File: src/rtl/wb_sram_bank_bridge.sv
// -----------------------------------------------------------------------------
// wb_sram_bank_bridge
//
// Wishbone classic slave mapping a contiguous, size-aligned address window onto
// NUM_SRAMS single-port OpenRAM macros through their RW port 0. Only the
// addressed macro is chip-selected, for one cycle; read data is registered
// before it is returned on the bus.
//
// Address layout (byte address):
//   [ADDR_WIDTH+1:2]                         word index inside a macro
//   [ADDR_WIDTH+1+BANK_BITS:ADDR_WIDTH+2]    bank (macro number)
//   [31:ADDR_WIDTH+2+BANK_BITS]              must equal BASE_ADDR to hit
// Bank NUM_SRAMS is the statistics register slot; banks above it read as 0
// and swallow writes.
//
// Build option:
//   BRIDGE_STATS_EN  when defined, bank NUM_SRAMS word 0 reads
//                    {rd_count[15:0], wr_count[15:0]} (saturating counts of
//                    acked macro reads/writes); any write to it clears both.
//                    When undefined, that bank behaves as unpopulated.
//
// Ports:
//   wb_clk_i, wb_rst_i          clock (macros share it), sync active-high reset
//   wbs_cyc_i/stb_i/we_i        Wishbone classic controls
//   wbs_sel_i, wbs_adr_i        byte selects, byte address
//   wbs_dat_i / wbs_dat_o       write data / read data (0 except during ack)
//   wbs_ack_o                   single-cycle acknowledge
//   sram_csb0                   per-macro chip select, active-low
//   sram_web0, sram_wmask0      shared write enable (active-low), byte mask
//   sram_addr0, sram_din0       shared word address and write data
//   sram_dout0                  concatenated macro read data, macro k at [32k+:32]
// -----------------------------------------------------------------------------
module wb_sram_bank_bridge #(
  parameter int          NUM_SRAMS  = 4,
  parameter int          ADDR_WIDTH = 9,
  parameter logic [31:0] BASE_ADDR  = 32'h3000_0000,
  parameter int          READ_LAT   = 1
) (
  input  logic                    wb_clk_i,
  input  logic                    wb_rst_i,
  input  logic                    wbs_cyc_i,
  input  logic                    wbs_stb_i,
  input  logic                    wbs_we_i,
  input  logic [3:0]              wbs_sel_i,
  input  logic [31:0]             wbs_adr_i,
  input  logic [31:0]             wbs_dat_i,
  output logic                    wbs_ack_o,
  output logic [31:0]             wbs_dat_o,
  output logic [NUM_SRAMS-1:0]    sram_csb0,
  output logic                    sram_web0,
  output logic [3:0]              sram_wmask0,
  output logic [ADDR_WIDTH-1:0]   sram_addr0,
  output logic [31:0]             sram_din0,
  input  logic [NUM_SRAMS*32-1:0] sram_dout0
);

  localparam int BANK_BITS = $clog2(NUM_SRAMS + 1);
  localparam int HIT_LSB   = ADDR_WIDTH + 2 + BANK_BITS;
  localparam int LAT_W     = $clog2(READ_LAT + 1);

  localparam logic [BANK_BITS-1:0] STATS_BANK = BANK_BITS'(NUM_SRAMS);
  localparam logic [LAT_W-1:0]     LAT_LAST   = LAT_W'(READ_LAT - 1);

  typedef enum logic [1:0] {
    ST_IDLE,
    ST_ACCESS,
    ST_WAIT,
    ST_ACK
  } stateT;

  stateT stateQ, stateNext;

  logic [LAT_W-1:0]      latCntQ, latCntNext;
  logic                  weQ, weNext;
  logic [BANK_BITS-1:0]  bankQ, bankNext;
  logic                  macroQ, macroNext;
  logic [NUM_SRAMS-1:0]  csbQ, csbNext;
  logic                  webQ, webNext;
  logic [3:0]            wmaskQ, wmaskNext;
  logic [ADDR_WIDTH-1:0] addrQ, addrNext;
  logic [31:0]           dinQ, dinNext;
  logic [31:0]           datQ, datNext;

  // Address decode of the live request.
  logic [ADDR_WIDTH-1:0] wordIdx;
  logic [BANK_BITS-1:0]  bankIdx;
  logic                  hit, request, populated, needMacro;
  logic [31:0]           statsRdata;
  logic [31:0]           rdSlice;

  assign wordIdx   = wbs_adr_i[ADDR_WIDTH+1:2];
  assign bankIdx   = wbs_adr_i[HIT_LSB-1:ADDR_WIDTH+2];
  assign hit       = (wbs_adr_i[31:HIT_LSB] == BASE_ADDR[31:HIT_LSB]);
  assign request   = wbs_cyc_i && wbs_stb_i && hit;
  assign populated = (bankIdx < STATS_BANK);
  // A write with no byte selected changes nothing, so it skips the macro.
  assign needMacro = populated && !(wbs_we_i && (wbs_sel_i == 4'h0));

  // Byte-address bits below the word and the access-class flag in the default
  // build are intentionally not consumed.
  logic unusedBits;
  assign unusedBits = ^{wbs_adr_i[1:0], macroQ};

  // Select the dout slice of the latched bank with constant indices only.
  always_comb begin
    rdSlice = '0;
    for (int k = 0; k < NUM_SRAMS; k++) begin
      if (bankQ == BANK_BITS'(k)) rdSlice = sram_dout0[k*32 +: 32];
    end
  end

`ifdef BRIDGE_STATS_EN
  logic [15:0] rdCntQ, wrCntQ;
  logic        statsWord0, statsClear;

  assign statsWord0 = (bankIdx == STATS_BANK) && (wordIdx == '0);
  assign statsRdata = statsWord0 ? {rdCntQ, wrCntQ} : 32'h0;
  assign statsClear = (stateQ == ST_IDLE) && request && wbs_we_i && statsWord0;

  // Counts are taken in the ACK cycle so aborted accesses are never counted.
  always_ff @(posedge wb_clk_i) begin
    if (wb_rst_i) begin
      rdCntQ <= 16'h0;
      wrCntQ <= 16'h0;
    end else if (statsClear) begin
      rdCntQ <= 16'h0;
      wrCntQ <= 16'h0;
    end else if ((stateQ == ST_ACK) && macroQ) begin
      if (weQ) begin
        if (wrCntQ != 16'hFFFF) wrCntQ <= wrCntQ + 16'd1;
      end else begin
        if (rdCntQ != 16'hFFFF) rdCntQ <= rdCntQ + 16'd1;
      end
    end
  end
`else
  assign statsRdata = 32'h0;
`endif

  // Next-state and next-output logic. Every macro-facing output is registered,
  // so the chip select asserted on acceptance is seen only in the ACCESS cycle.
  always_comb begin
    // NOTE: every signal written here gets a default first, so no latch can be inferred.
    stateNext  = stateQ;
    latCntNext = latCntQ;
    weNext     = weQ;
    bankNext   = bankQ;
    macroNext  = macroQ;
    csbNext    = '1;
    webNext    = webQ;
    wmaskNext  = wmaskQ;
    addrNext   = addrQ;
    dinNext    = dinQ;
    datNext    = datQ;

    case (stateQ)
      ST_IDLE: begin
        if (request) begin
          weNext    = wbs_we_i;
          bankNext  = bankIdx;
          macroNext = needMacro;
          if (needMacro) begin
            for (int k = 0; k < NUM_SRAMS; k++) begin
              if (bankIdx == BANK_BITS'(k)) csbNext[k] = 1'b0;
            end
            webNext    = ~wbs_we_i;
            wmaskNext  = wbs_we_i ? wbs_sel_i : 4'h0;
            addrNext   = wordIdx;
            dinNext    = wbs_dat_i;
            latCntNext = '0;
            stateNext  = ST_ACCESS;
          end else begin
            datNext   = wbs_we_i ? 32'h0 : statsRdata;
            stateNext = ST_ACK;
          end
        end
      end

      // The macro samples at the end of this cycle whether or not the master
      // is still there; a dropped cycle only suppresses the acknowledge.
      ST_ACCESS: begin
        if (!wbs_cyc_i)  stateNext = ST_IDLE;
        else if (weQ)    stateNext = ST_ACK;
        else             stateNext = ST_WAIT;
      end

      ST_WAIT: begin
        if (!wbs_cyc_i) begin
          stateNext = ST_IDLE;
        end else if (latCntQ == LAT_LAST) begin
          datNext   = rdSlice;
          stateNext = ST_ACK;
        end else begin
          latCntNext = latCntQ + 1'b1;
        end
      end

      ST_ACK: begin
        datNext   = 32'h0;
        stateNext = ST_IDLE;
      end

      default: stateNext = ST_IDLE;
    endcase
  end

  always_ff @(posedge wb_clk_i) begin
    // NOTE: state is updated with non-blocking assignments so every register
    // samples the pre-edge values of the others.
    if (wb_rst_i) begin
      stateQ  <= ST_IDLE;
      latCntQ <= '0;
      weQ     <= 1'b0;
      bankQ   <= '0;
      macroQ  <= 1'b0;
      csbQ    <= '1;
      webQ    <= 1'b1;
      wmaskQ  <= 4'h0;
      addrQ   <= '0;
      dinQ    <= 32'h0;
      datQ    <= 32'h0;
    end else begin
      stateQ  <= stateNext;
      latCntQ <= latCntNext;
      weQ     <= weNext;
      bankQ   <= bankNext;
      macroQ  <= macroNext;
      csbQ    <= csbNext;
      webQ    <= webNext;
      wmaskQ  <= wmaskNext;
      addrQ   <= addrNext;
      dinQ    <= dinNext;
      datQ    <= datNext;
    end
  end

  assign wbs_ack_o   = (stateQ == ST_ACK);
  assign wbs_dat_o   = datQ;
  assign sram_csb0   = csbQ;
  assign sram_web0   = webQ;
  assign sram_wmask0 = wmaskQ;
  assign sram_addr0  = addrQ;
  assign sram_din0   = dinQ;

endmodule

File: config.mk
export PLATFORM = sky130hd
export DESIGN_NAME = wb_sram_bank_bridge
export DESIGN_NICKNAME = d
export VERILOG_FILES = /design/src/rtl/wb_sram_bank_bridge.sv
export SDC_FILE = /design/constraint.sdc
export NUM_CORES = 1
export LEC_CHECK = 0
export CORE_AREA = 2 2 111 113
export CTS_CLUSTER_DIAMETER = 80
export DETAILED_ROUTE_END_ITERATION = 10
export DIE_AREA = 0 0 113 115
export GPL_TIMING_DRIVEN = 1
export PLACE_DENSITY = 0.88
export SLEW_MARGIN = 20
export SYNTH_ARGS = -nofsm -noshare
export SYNTH_HDL_FRONTEND = slang
export SYNTH_SLANG_ARGS = --single-unit
File: constraint.sdc
create_clock -name wb_clk_i -period 3.5 [get_ports wb_clk_i]
set_input_delay 0.35 -clock wb_clk_i [delete_from_list [all_inputs] [get_ports wb_clk_i]]
set_output_delay 0.35 -clock wb_clk_i [all_outputs]
set_load 0.05 [all_outputs]
## Word level (Yosys, flattened, before mapping)

Index checks and enable logic that the tools add are counted.
W data, S select, Z words.

- Reductions and logical operators: 17
- $add $sub $neg: 1
- Order comparisons: 1
- Equality and inequality tests: 16
- Bitwise gates (word level): 4
- Multiplexer cells: 26

Operators with widths:

| operator | count |
|---|---|
| $mux W32 | 8 |
| $pmux W32 S3 | 1 |
| $eq A18 B16 Y1 const B | 1 |
| $eq A3 B2 Y1 const B | 4 |
| $mux W2 | 5 |
| $ne A2 B2 Y1 const B | 5 |
| $mux W1 | 9 |
| $pmux W2 S4 | 1 |
| $eq A3 B1 Y1 const B | 2 |
| $logic_not A3 Y1 | 2 |
| $reduce_and A5 Y1 | 1 |
| $eq A2 B2 Y1 const B | 2 |
| $logic_and A1 B1 Y1 | 4 |
| $logic_not A4 Y1 | 1 |
| $mux W4 | 1 |
| $not A1 Y1 | 4 |
| $reduce_and A2 Y1 | 2 |
| $reduce_and A4 Y1 | 1 |
| $reduce_or A4 Y1 | 1 |
| $lt A3 B3 Y1 const B | 1 |
| $ne A3 B3 Y1 const B | 1 |
| $reduce_and A3 Y1 | 1 |
| $reduce_bool A3 Y1 | 1 |
| $eq A2 B1 Y1 const B | 1 |
| 5 further kinds | 5 |

- Input port bits: 201
- Logic and storage cells: 75
- Output and inout bits: 83
- Register bits after elaboration: 89

## Logic depth before layout (Yosys ltp)

Gate-level depths: netlist of run 1.

- Depth in word-level cells: 8
- Gate-level depth with buffers: 8
- Gate-level depth less buffers: 6

## Worst setup path before layout of run 1

Ideal clock, no wire load.

- Path type: input -> register
- Start point: in wbs_adr_i[14]
- End point: reg addrQ[0] (netlist: sram_addr0[0])
- Arrival time: 1.704 ns
- Cell stages on the path: 6
- Buffers on the path: 2
- Library setup time: 0.128 ns
- Path slack: 1.669 ns
- Data required time: 3.372 ns
- Path through: or4_1 -> nor3_1 -> buf_6 -> buf_6 -> mux2i_1 -> nor2_1

- Cells in the longest elaborated chain, start to end: 3

Ends and longest elaborated chain:

| what | RTL line | source |
|---|---|---|
| start: declaration | 45 | `input logic [31:0] wbs_adr_i,` |
| $eq A18 B16 Y1 | 93 | `assign hit = (wbs_adr_i[31:HIT_LSB] == BASE_ADDR[31:HIT_LSB]);` |
| $logic_and A1 B1 Y1 | 94 | `assign request = wbs_cyc_i && wbs_stb_i && hit;` |
| $reduce_and A3 Y1 (no source line) | - |  |
| end signal: assignment | 231 | `addrQ <= addrNext;` |
| end: declaration | 80 | `logic [ADDR_WIDTH-1:0] addrQ, addrNext;` |

Every way passes these cells.
A chain may end at the register's enable or synchronous reset.

## Worst setup path in the final report of run 1

- Start point: in wbs_cyc_i
- End point: reg csbQ[0] (netlist: sram_csb0[0])

- Cells in the longest elaborated chain, start to end: 4

Ends and longest elaborated chain:

| what | RTL line | source |
|---|---|---|
| start: declaration | 41 | `input logic wbs_cyc_i,` |
| $logic_and A1 B1 Y1 (2 in series) | 94 |  |
| $not A1 Y1 (no source line) | - |  |
| $reduce_or A4 Y1 (no source line) | - |  |
| end signal: assignment | 228 | `csbQ <= csbNext;` |
| end: declaration | 77 | `logic [NUM_SRAMS-1:0] csbQ, csbNext;` |

Every way passes these cells.

==> results.toml, run 1 <==
[sta]
post-route-period-util = 0.656
hold_viol = 0
finClkSkew_ns = 0.00820
rsz0062_at_grt = "no"
max_freq_mhz = 436
period_minus_slack_ns = 2.30
setup_tns_ns = 0
final-setup-viol-count = 0
tightest_slew_ns = 0.680
final_max_slew_viol_count = 0
relSlewSlack = 0.547

[die]
fp.dieH_um = 115
fp-row-count = 40
start_util = 0.362
io_pins = 284
dieArea_mm2 = 0.0130
core_area_mm2 = 0.0118
die_x_um = 113

[logic_synthesis]
synth_xor_area_frac = 0
synth_fa_ha_area_frac = 0.0146
synth_top_family_by_area = "multiplexers"
synth_nets = 597
synth-compound-area-share = 0.0225
synth.area.mux_share = 0.348
dominantRegCellSynth = "dfxtp_1"
yosysUniqueCellTypes = 32
yosys_warnings = 0
yosysSeqAreaShare = 0.411
ys_seq_elements = 88
syn_area_mm2 = 0.00428
syn_area_per_cell_um2 = 11.0
synth_simple_gate_area_frac = 0.159
synth_edf_count = 0
synth_largest_area_cell = "dfxtp_1"
synth_cells = 391
synth_top_area_frac = 0.411
async_flop_share = 0
synth.area.top_cells = "dfxtp_1 41%, mux2i_1 18%, mux4_2 17%"

[min_path]
hp-class = "in2reg"

[pwr]
powerDensity_mw_per_mm2 = 389
p_leak_nw = 2.73
ir_worst_vdd_mv = 0.344

[placement]
io_buffers = 281
place_area_mm2 = 0.00718
dp_hpwl_um = 10700
gp_congestion = 0.791

[flow_run]
max_cap_viol_count = 0

[critical_path]
worstPathCellList = "clkdlybuf4s50_1 > nor4bb_1 > nand4_1 > nor3_2 > buf_12 > nand2_1 > or3_1"
worstSetupPathType = "in2reg"
crit_required_ns = 3.71
critical_path.slowest_cell = "clkdlybuf4s50_1"
endpoint_kind = "flip-flop"
max_stage_delay_ns = 0.53
crit_buf_inv = 2
arrival_ns = 2.50
crit_fanout = 55
worst_setup_path_start_kind = "primary input"
critPathTopFamily = "simple AND/OR/NAND/NOR gates"

[drt]
vias_per_cell = 4.88
ant_nets = 0
drt_iter0_markers = 119
drc = 16
routed_wirelength_um = 13100
post_drt_wl_per_cell_um = 16.1
drt_pass1_iterations = 8
vias = 3959

[layout]
final_net_count = 867
syn_to_final_growth_pct = 74.3
post-route-util = 0.632
design_area_mm2 = 0.00746
antenna_cells = 0
drive_above_1_share = 0.0904

[clock_network]
post_cts_buffers = 0
ctsResizeCount = 0
clkLatencyLatePin_ns = 0.33
cts_tree = "built"
root_buffer = "clkbuf_16"
cts_buffers = 9
h-tree-depth = 3
path_clk_slew_ns = 0.06
clock_sinks = 88
cts_hold_buf = 0
clock_path_buffers = 2

[global_route]
overflow = 0
track_usage = 0.196
antenna_found_initial = 0
grt_pass1_vias = 4183
grt_first_pass_wirelength_um = 20100
grt_max_degree = 56

[run_status]
status = "complete, but fails checks"
violations = "DRC"
## power by group
part           total (mW)  switching (mW)  internal [mW]
clock               0.906           0.364          0.542
sequential           1.07          0.0287           1.04
combinational       0.923           0.452          0.471
total                2.90           0.844           2.06
## worst reg2reg max path, delay by kind of cell (launching register included)
family        cells  cell delay [ns]
flops             1             0.77
buf+inv           1             0.34
simple gates      1             0.08
mux               2             0.59
## sequential cells by signal (all words and copies together), names as in the netlist
register / count
bankQ: 3
sram_addr0: 9
sram_csb0: 4
sram_din0: 32
sram_web0: 1
sram_wmask0: 4
stateQ: 2
wbs_dat_o: 32
weQ: 1
## placed cells by master (no fill, tap or decap), drive strengths merged, types with 4 or more instances in the layout
cell type / instances
clkdlybuf4s50: 280
dfxtp: 88
mux2i: 77
nor2: 50
nand2b: 36
nand2: 34
mux4: 32
clkbuf: 10
buf: 9
a21oi: 6
ha: 5
nand3: 5
inv: 4
o21ai: 4
## synthesized netlist by cell type (2+ instances only)
| master | instances |
|---|---|
| buf_6 | 4 |
| nor4_1 | 2 |
| nand4b_1 | 2 |
| or3_1 | 2 |
| nor4bb_1 | 2 |
| nor2_1 | 50 |
| dfxtp_1 | 88 |
| nand2b_1 | 36 |
| inv_1 | 4 |
| nand4_1 | 2 |
| nand2_1 | 34 |
| mux2i_1 | 77 |
| a211oi_1 | 2 |
| nand3_1 | 4 |
| buf_2 | 3 |
| a21oi_1 | 6 |
| mux4_2 | 32 |
| buf_4 | 4 |
| clkbuf_1 | 18 |
| o21ai_0 | 3 |
| ha_1 | 5 |
## kinds of logic after synthesis
group                    Yosys count
AO/OA/AOI/OAI                     15
adder cells (fa/ha/maj)            5
flip-flops                        88
multiplexers                     109
AND/OR/NAND/NOR                  140
buffers and inverters             34
## path summary, 6_finish.rpt
kind                                      from        endpoint  slack (ns)  depth (start not counted)
worst min-delay path                  wb_rst_i    sram_din0[3]        0.43                          2
worst max register to register        bankQ[0]   wbs_dat_o[30]        1.59                          4
worst min register to register  sram_wmask0[1]  sram_wmask0[1]        0.47                          2
worst max-delay path                 wbs_cyc_i    sram_csb0[0]        1.20                          7
## metal layers
| layer | track usage | share of wire | vias to the layer above |
|---|---|---|---|
| li1 | - | - | 1916 |
| met1 | 0.196 | 0.35 | 1810 |
| met2 | 0.378 | 0.53 | 193 |
| met3 | 0.0427 | 0.073 | 40 |
| met4 | 0.107 | 0.042 | 0 |
| met5 | 0 | 0 | - |
## stage by stage
stage          worst slack (ns)  hold slack, ns  power (mW)  instances
2_1_floorplan              1.67           0.424        1.66        391
3_3_place_gp              0.918           0.455        2.00        797
3_5_place_dp              0.849           0.458        2.03        797
4_1_cts                    1.21           0.414        2.94        811
5_1_grt                    1.05           0.449        3.04        811
6_report                   1.20           0.425        2.90        811
## layout make-up
type | count | area, um2
sequential | 88 | 1760
tap | 147 | 184
inverter | 4 | 15.0
clock inverter | 4 | 47.5
multi-input combinational | 269 | 2340
fill | 947 | 4350
timing repair buffer | 289 | 2880
clock buffer | 10 | 229
(Power assumes the default switching activity.)
==> run 2: changes to the inputs <==
Settings changed: CORE_AREA 2 2 111 113 to default, CORE_ASPECT_RATIO from default to 1.2, CORE_MARGIN from default to 2, CORE_UTILIZATION from default to 36, DIE_AREA 0 0 113 115 to default.
Clock period 3.5 ns to 2.4 ns, I/O delays scaled along.
==> run 2 against run 1 <==
Net effect:
- the run now ends clean
- wire length rose by 0.60%
- design area up 1.4%
- non-clock buffer count is 5 higher
- highest routed layer unchanged
- largest cell class unchanged
==> results.toml, run 2 (synthesis results as in run 1) <==
[run_status]
status = "finished, final reports clean"

[drt]
post_drt_wl_per_cell_um = 15.9
drc = 0
routed_wirelength_um = 13200
ant_nets = 0
drt_iter0_markers = 107
vias_per_cell = 4.85
vias = 4017
drt_pass1_iterations = 4

[die]
dieArea_mm2 = 0.0128
io_pins = 284
die_x_um = 104
core_area_mm2 = 0.0116
fp-row-count = 43
fp.dieH_um = 123
start_util = 0.370

[placement]
gp_congestion = 0.785
place_area_mm2 = 0.00728
dp.cells = 812
dp_hpwl_um = 10800
post-place-ws_ns = 0.110
io_buffers = 281

[sta]
finClkSkew_ns = 0.00799
hold_viol = 0
max_freq_mhz = 512
rsz0062_at_grt = "no"
post-route-period-util = 0.814
setup_tns_ns = 0
tightest_slew_ns = 0.620
fin_ws_ns = 0.445
period_minus_slack_ns = 1.95
relSlewSlack = 0.586
final_max_slew_viol_count = 0
final-setup-viol-count = 0
holdWs_ns = 0.467

[pwr]
ir_worst_vdd_mv = 0.442
p_sw_frac = 0.303
p_leak_nw = 2.77
p_int_mw = 2.97
powerDensity_mw_per_mm2 = 563
power_frac_seq = 0.368
combPwrFrac = 0.325
p_sw_mw = 1.29
p_clk_frac = 0.307
power.total_mw = 4.26

[critical_path]
worst_setup_path_start_kind = "flip-flop"
worstSetupPathType = "reg2out"
crit_fanout = 4
arrival_ns = 1.71
crit_required_ns = 2.16
endpoint_kind = "output port"

[layout]
drive_above_1_share = 0.101
post-route-util = 0.654
final_common_cell = "clkdlybuf4s50_1"
final_cell_mix = "280 x clkdlybuf4s50_1, 87 x dfxtp_1, 77 x mux2i_1, 50 x nor2_1, 36 x nand2b_1"
layout.cells.non_filler = 828
design_area_mm2 = 0.00757
nFillCells = 903
antenna_cells = 0
syn_to_final_growth_pct = 76.7
final_net_count = 872

[clock_network]
path_clk_slew_ns = 0.06
clock_path_buffers = 2
root_buffer = "clkbuf_16"
clkLatencyLatePin_ns = 0.34
cts_buffers = 9
cts_tree = "built"
ctsResizeCount = 0
h-tree-depth = 3
clock_sinks = 88
post_cts_buffers = 0
cts_hold_buf = 0

[global_route]
track_usage = 0.203
grt_max_degree = 36
grt_pass1_vias = 4268
antenna_found_initial = 0
grt_first_pass_wirelength_um = 20700
overflow = 0

[flow_run]
max_cap_viol_count = 0

[min_path]
hp-class = "reg2reg"
## run 2: critical path: stages, from the launching register on
cell	delay, ns
dfxtp_1	0.41
ha_1	0.17
clkdlybuf4s50_1	0.80
## run 2: power groups by stage
stage	combinational [mW]	sequential, mW	clock, mW
after CTS	1.40	1.57	1.34
final	1.39	1.57	1.31
after global routing	1.49	1.57	1.40
after detailed placement	1.40	1.60	0
after global placement	1.36	1.59	0
after floorplan	0.682	1.74	0
## run 2: final cells by class
type | instances | area (um2) | share of cell area
clock buffers | 10 | 239 | 0.0316
multi-input cells | 269 | 2340 | 0.310
well taps | 157 | 196 | 0.0260
inverters | 4 | 15.0 | 0.00198
repair buffers | 294 | 2970 | 0.392
clock inverters | 6 | 43.8 | 0.00579
flip-flops and latches | 88 | 1760 | 0.233
## run 2: final timing paths
path / slack, ns / startpoint / end / cells past startpoint
max: 0.45 / stateQ[1] / wbs_ack_o / 2
max reg2reg: 0.61 / stateQ[1] / sram_din0[30] / 8
min reg2reg: 0.47 / sram_wmask0[2] / sram_wmask0[2] / 2
min: 0.47 / sram_wmask0[2] / sram_wmask0[2] / 2
## run 2: routing by layer
metal / global-route usage / up-vias / wire, um
li1: - / 1932 / -
met1: 0.207 / 1865 / 4700
met2: 0.391 / 191 / 7040
met3: 0.0538 / 29 / 968
met4: 0.0878 / 0 / 448
met5: 0 / - / 0
==> run 3: changes to the inputs <==
Clock period 2.4 ns to 1.8 ns, I/O delays scaled along.
==> run 3 against run 2 <==
Net effect:
- final cell count up 1.3%
- combinational power is 47% higher
- sequential share of layout area fell by 0.99 points
- first-iteration DRC count rose by 11%
==> results.toml, run 3 (synthesis results as in run 1) <==
[drt]
post_drt_wl_per_cell_um = 16.6
vias = 4090
routed_wirelength_um = 13900
drt_iter0_markers = 119
ant_nets = 0
vias_per_cell = 4.87
drt_pass1_iterations = 4
drc = 0

[layout]
final_common_cell = "clkdlybuf4s50_1"
final_cell_mix = "253 x clkdlybuf4s50_1, 87 x dfxtp_1, 76 x mux2i_1, 50 x nor2_1, 36 x nand2b_1"
drive_above_1_share = 0.138
antenna_cells = 0
final_net_count = 883
syn_to_final_growth_pct = 84.6
post-route-util = 0.683

[global_route]
gr-usage-met1 = 0.224
busiest_layer = "met2"
antenna_found_initial = 0
track_usage = 0.209
grt_max_degree = 84
use_met2 = 0.409
grtUsageMet3 = 0.0527
grt_first_pass_wirelength_um = 21200
overflow = 0
grt_pass1_vias = 4300

[critical_path]
worstSetupPathType = "in2reg"
worst_setup_path_start_kind = "primary input"
rr_endpoint = "sram_din0[20]"
endpoint_kind = "flip-flop"
r2r-start = "stateQ[1]"
reg2reg_depth = 8
arrival_ns = 1.97
crit_required_ns = 2.01
crit_fanout = 11
rrSetupSlack_ns = 0.10

[die]
dieArea_mm2 = 0.0128
fp-row-count = 43
start_util = 0.370
io_pins = 284
core_area_mm2 = 0.0116
fp.dieH_um = 123
die_x_um = 104

[sta]
final_max_slew_viol_count = 0
max_freq_mhz = 568
period_minus_slack_ns = 1.76
relSlewSlack = 0.628
final-setup-viol-count = 0
finClkSkew_ns = 0.00801
holdWs_ns = 0.103
post-route-period-util = 0.978
tightest_slew_ns = 0.556
hold_viol = 0

[pwr]
ir_worst_vdd_mv = 0.486
p_leak_nw = 3.04
powerDensity_mw_per_mm2 = 780

[min_path]
hold-path-endpoint = "bankQ[2]"
min_from = "wb_rst_i"
min_delay_path_depth = 2
hp-class = "in2reg"

[clock_network]
clkLatencyLatePin_ns = 0.33
cts_buffers = 9
h-tree-depth = 3
path_clk_slew_ns = 0.06
clock_sinks = 88
clock_path_buffers = 2
cts_tree = "built"
root_buffer = "clkbuf_16"

[flow_run]
max_cap_viol_count = 0

[placement]
dp_hpwl_um = 10700
io_buffers = 281
gp_congestion = 0.838

[run_status]
status = "finished, final reports clean"
run 3: cell types whose count changed in the layout (fill, tap and decap cells not counted), moves of 5 or more:
cell | before | now
buf_4 | 8 | 16
buf_12 | 5 | 10
dlymetal6s2s_1 | 0 | 12
dlygate4sd2_1 | 0 | 9
clkdlybuf4s50_1 | 280 | 253
run 3: critical path: stages:
cell and delay [ns]:
clkdlybuf4s50_1 0.41, or4_4 0.53, nor3_4 0.19, buf_12 0.19, buf_12 0.16, mux2i_4 0.23, nor2_1 0.07
run 3: final cells by class:
cell class	instances	area, um2
Clock buffer	12	256
Clock inverter	4	76.3
Fill cell	846	3660
Inverter	4	15.0
Multi-Input combinational cell	269	2430
Sequential cell	88	1760
Tap cell	157	196
Timing Repair Buffer	305	3170
run 3: repair_timing:
action / CTS / global route
endpoints found under the setup margin: 38 / 83
setup buffers: 5 / 0
hold buffers: 0 / 0
gates resized for setup: 23 / 18
cloned: 2 / 0
hold endpoints to repair: 0 / 0
pin swaps: 8 / 8
run 3: worst max path at each step:
stage / from / to / cells after the start / slack, ns
final: wbs_adr_i[16] / sram_din0[20] / 7 / 0.04
after global placement: wbs_adr_i[14] / sram_din0[30] / 7 / -0.35
after detailed placement: wbs_cyc_i / sram_din0[22] / 8 / -0.45
after global routing: wbs_adr_i[27] / sram_din0[14] / 8 / -0.05
after floorplan: wbs_adr_i[14] / sram_addr0[0] / 6 / 0.14
after CTS: wbs_adr_i[19] / sram_din0[20] / 7 / -0.01
run 3: stage by stage:
step | instance area [um2] | setup WS, ns | total power [mW] | TNS [ns] | cells
floorplan | 4280 | 0.139 | 3.23 | 0 | 391
detailed placement | 7370 | -0.445 | 4.09 | -29.21 | 817
global route | 7900 | -0.0470 | 6.44 | -1.02 | 839
CTS | 7860 | -0.0102 | 6.18 | -0.0102 | 840
finish | 7900 | 0.0395 | 6.17 | 0 | 839
global placement | 7370 | -0.353 | 4.03 | -24.61 | 817
run 3: where the power goes:
group	internal [mW]	switching, mW
registers	2.03	0.0513
logic	1.07	0.984
clock network	1.29	0.742
total	4.39	1.78
run 3: metal layers:
metal  vias to the layer above  share of wire
li1                       1956              -
met1                      1929           0.37
met3                        13          0.065
met4                         0          0.015
met2                       192           0.55
met5                         -              0
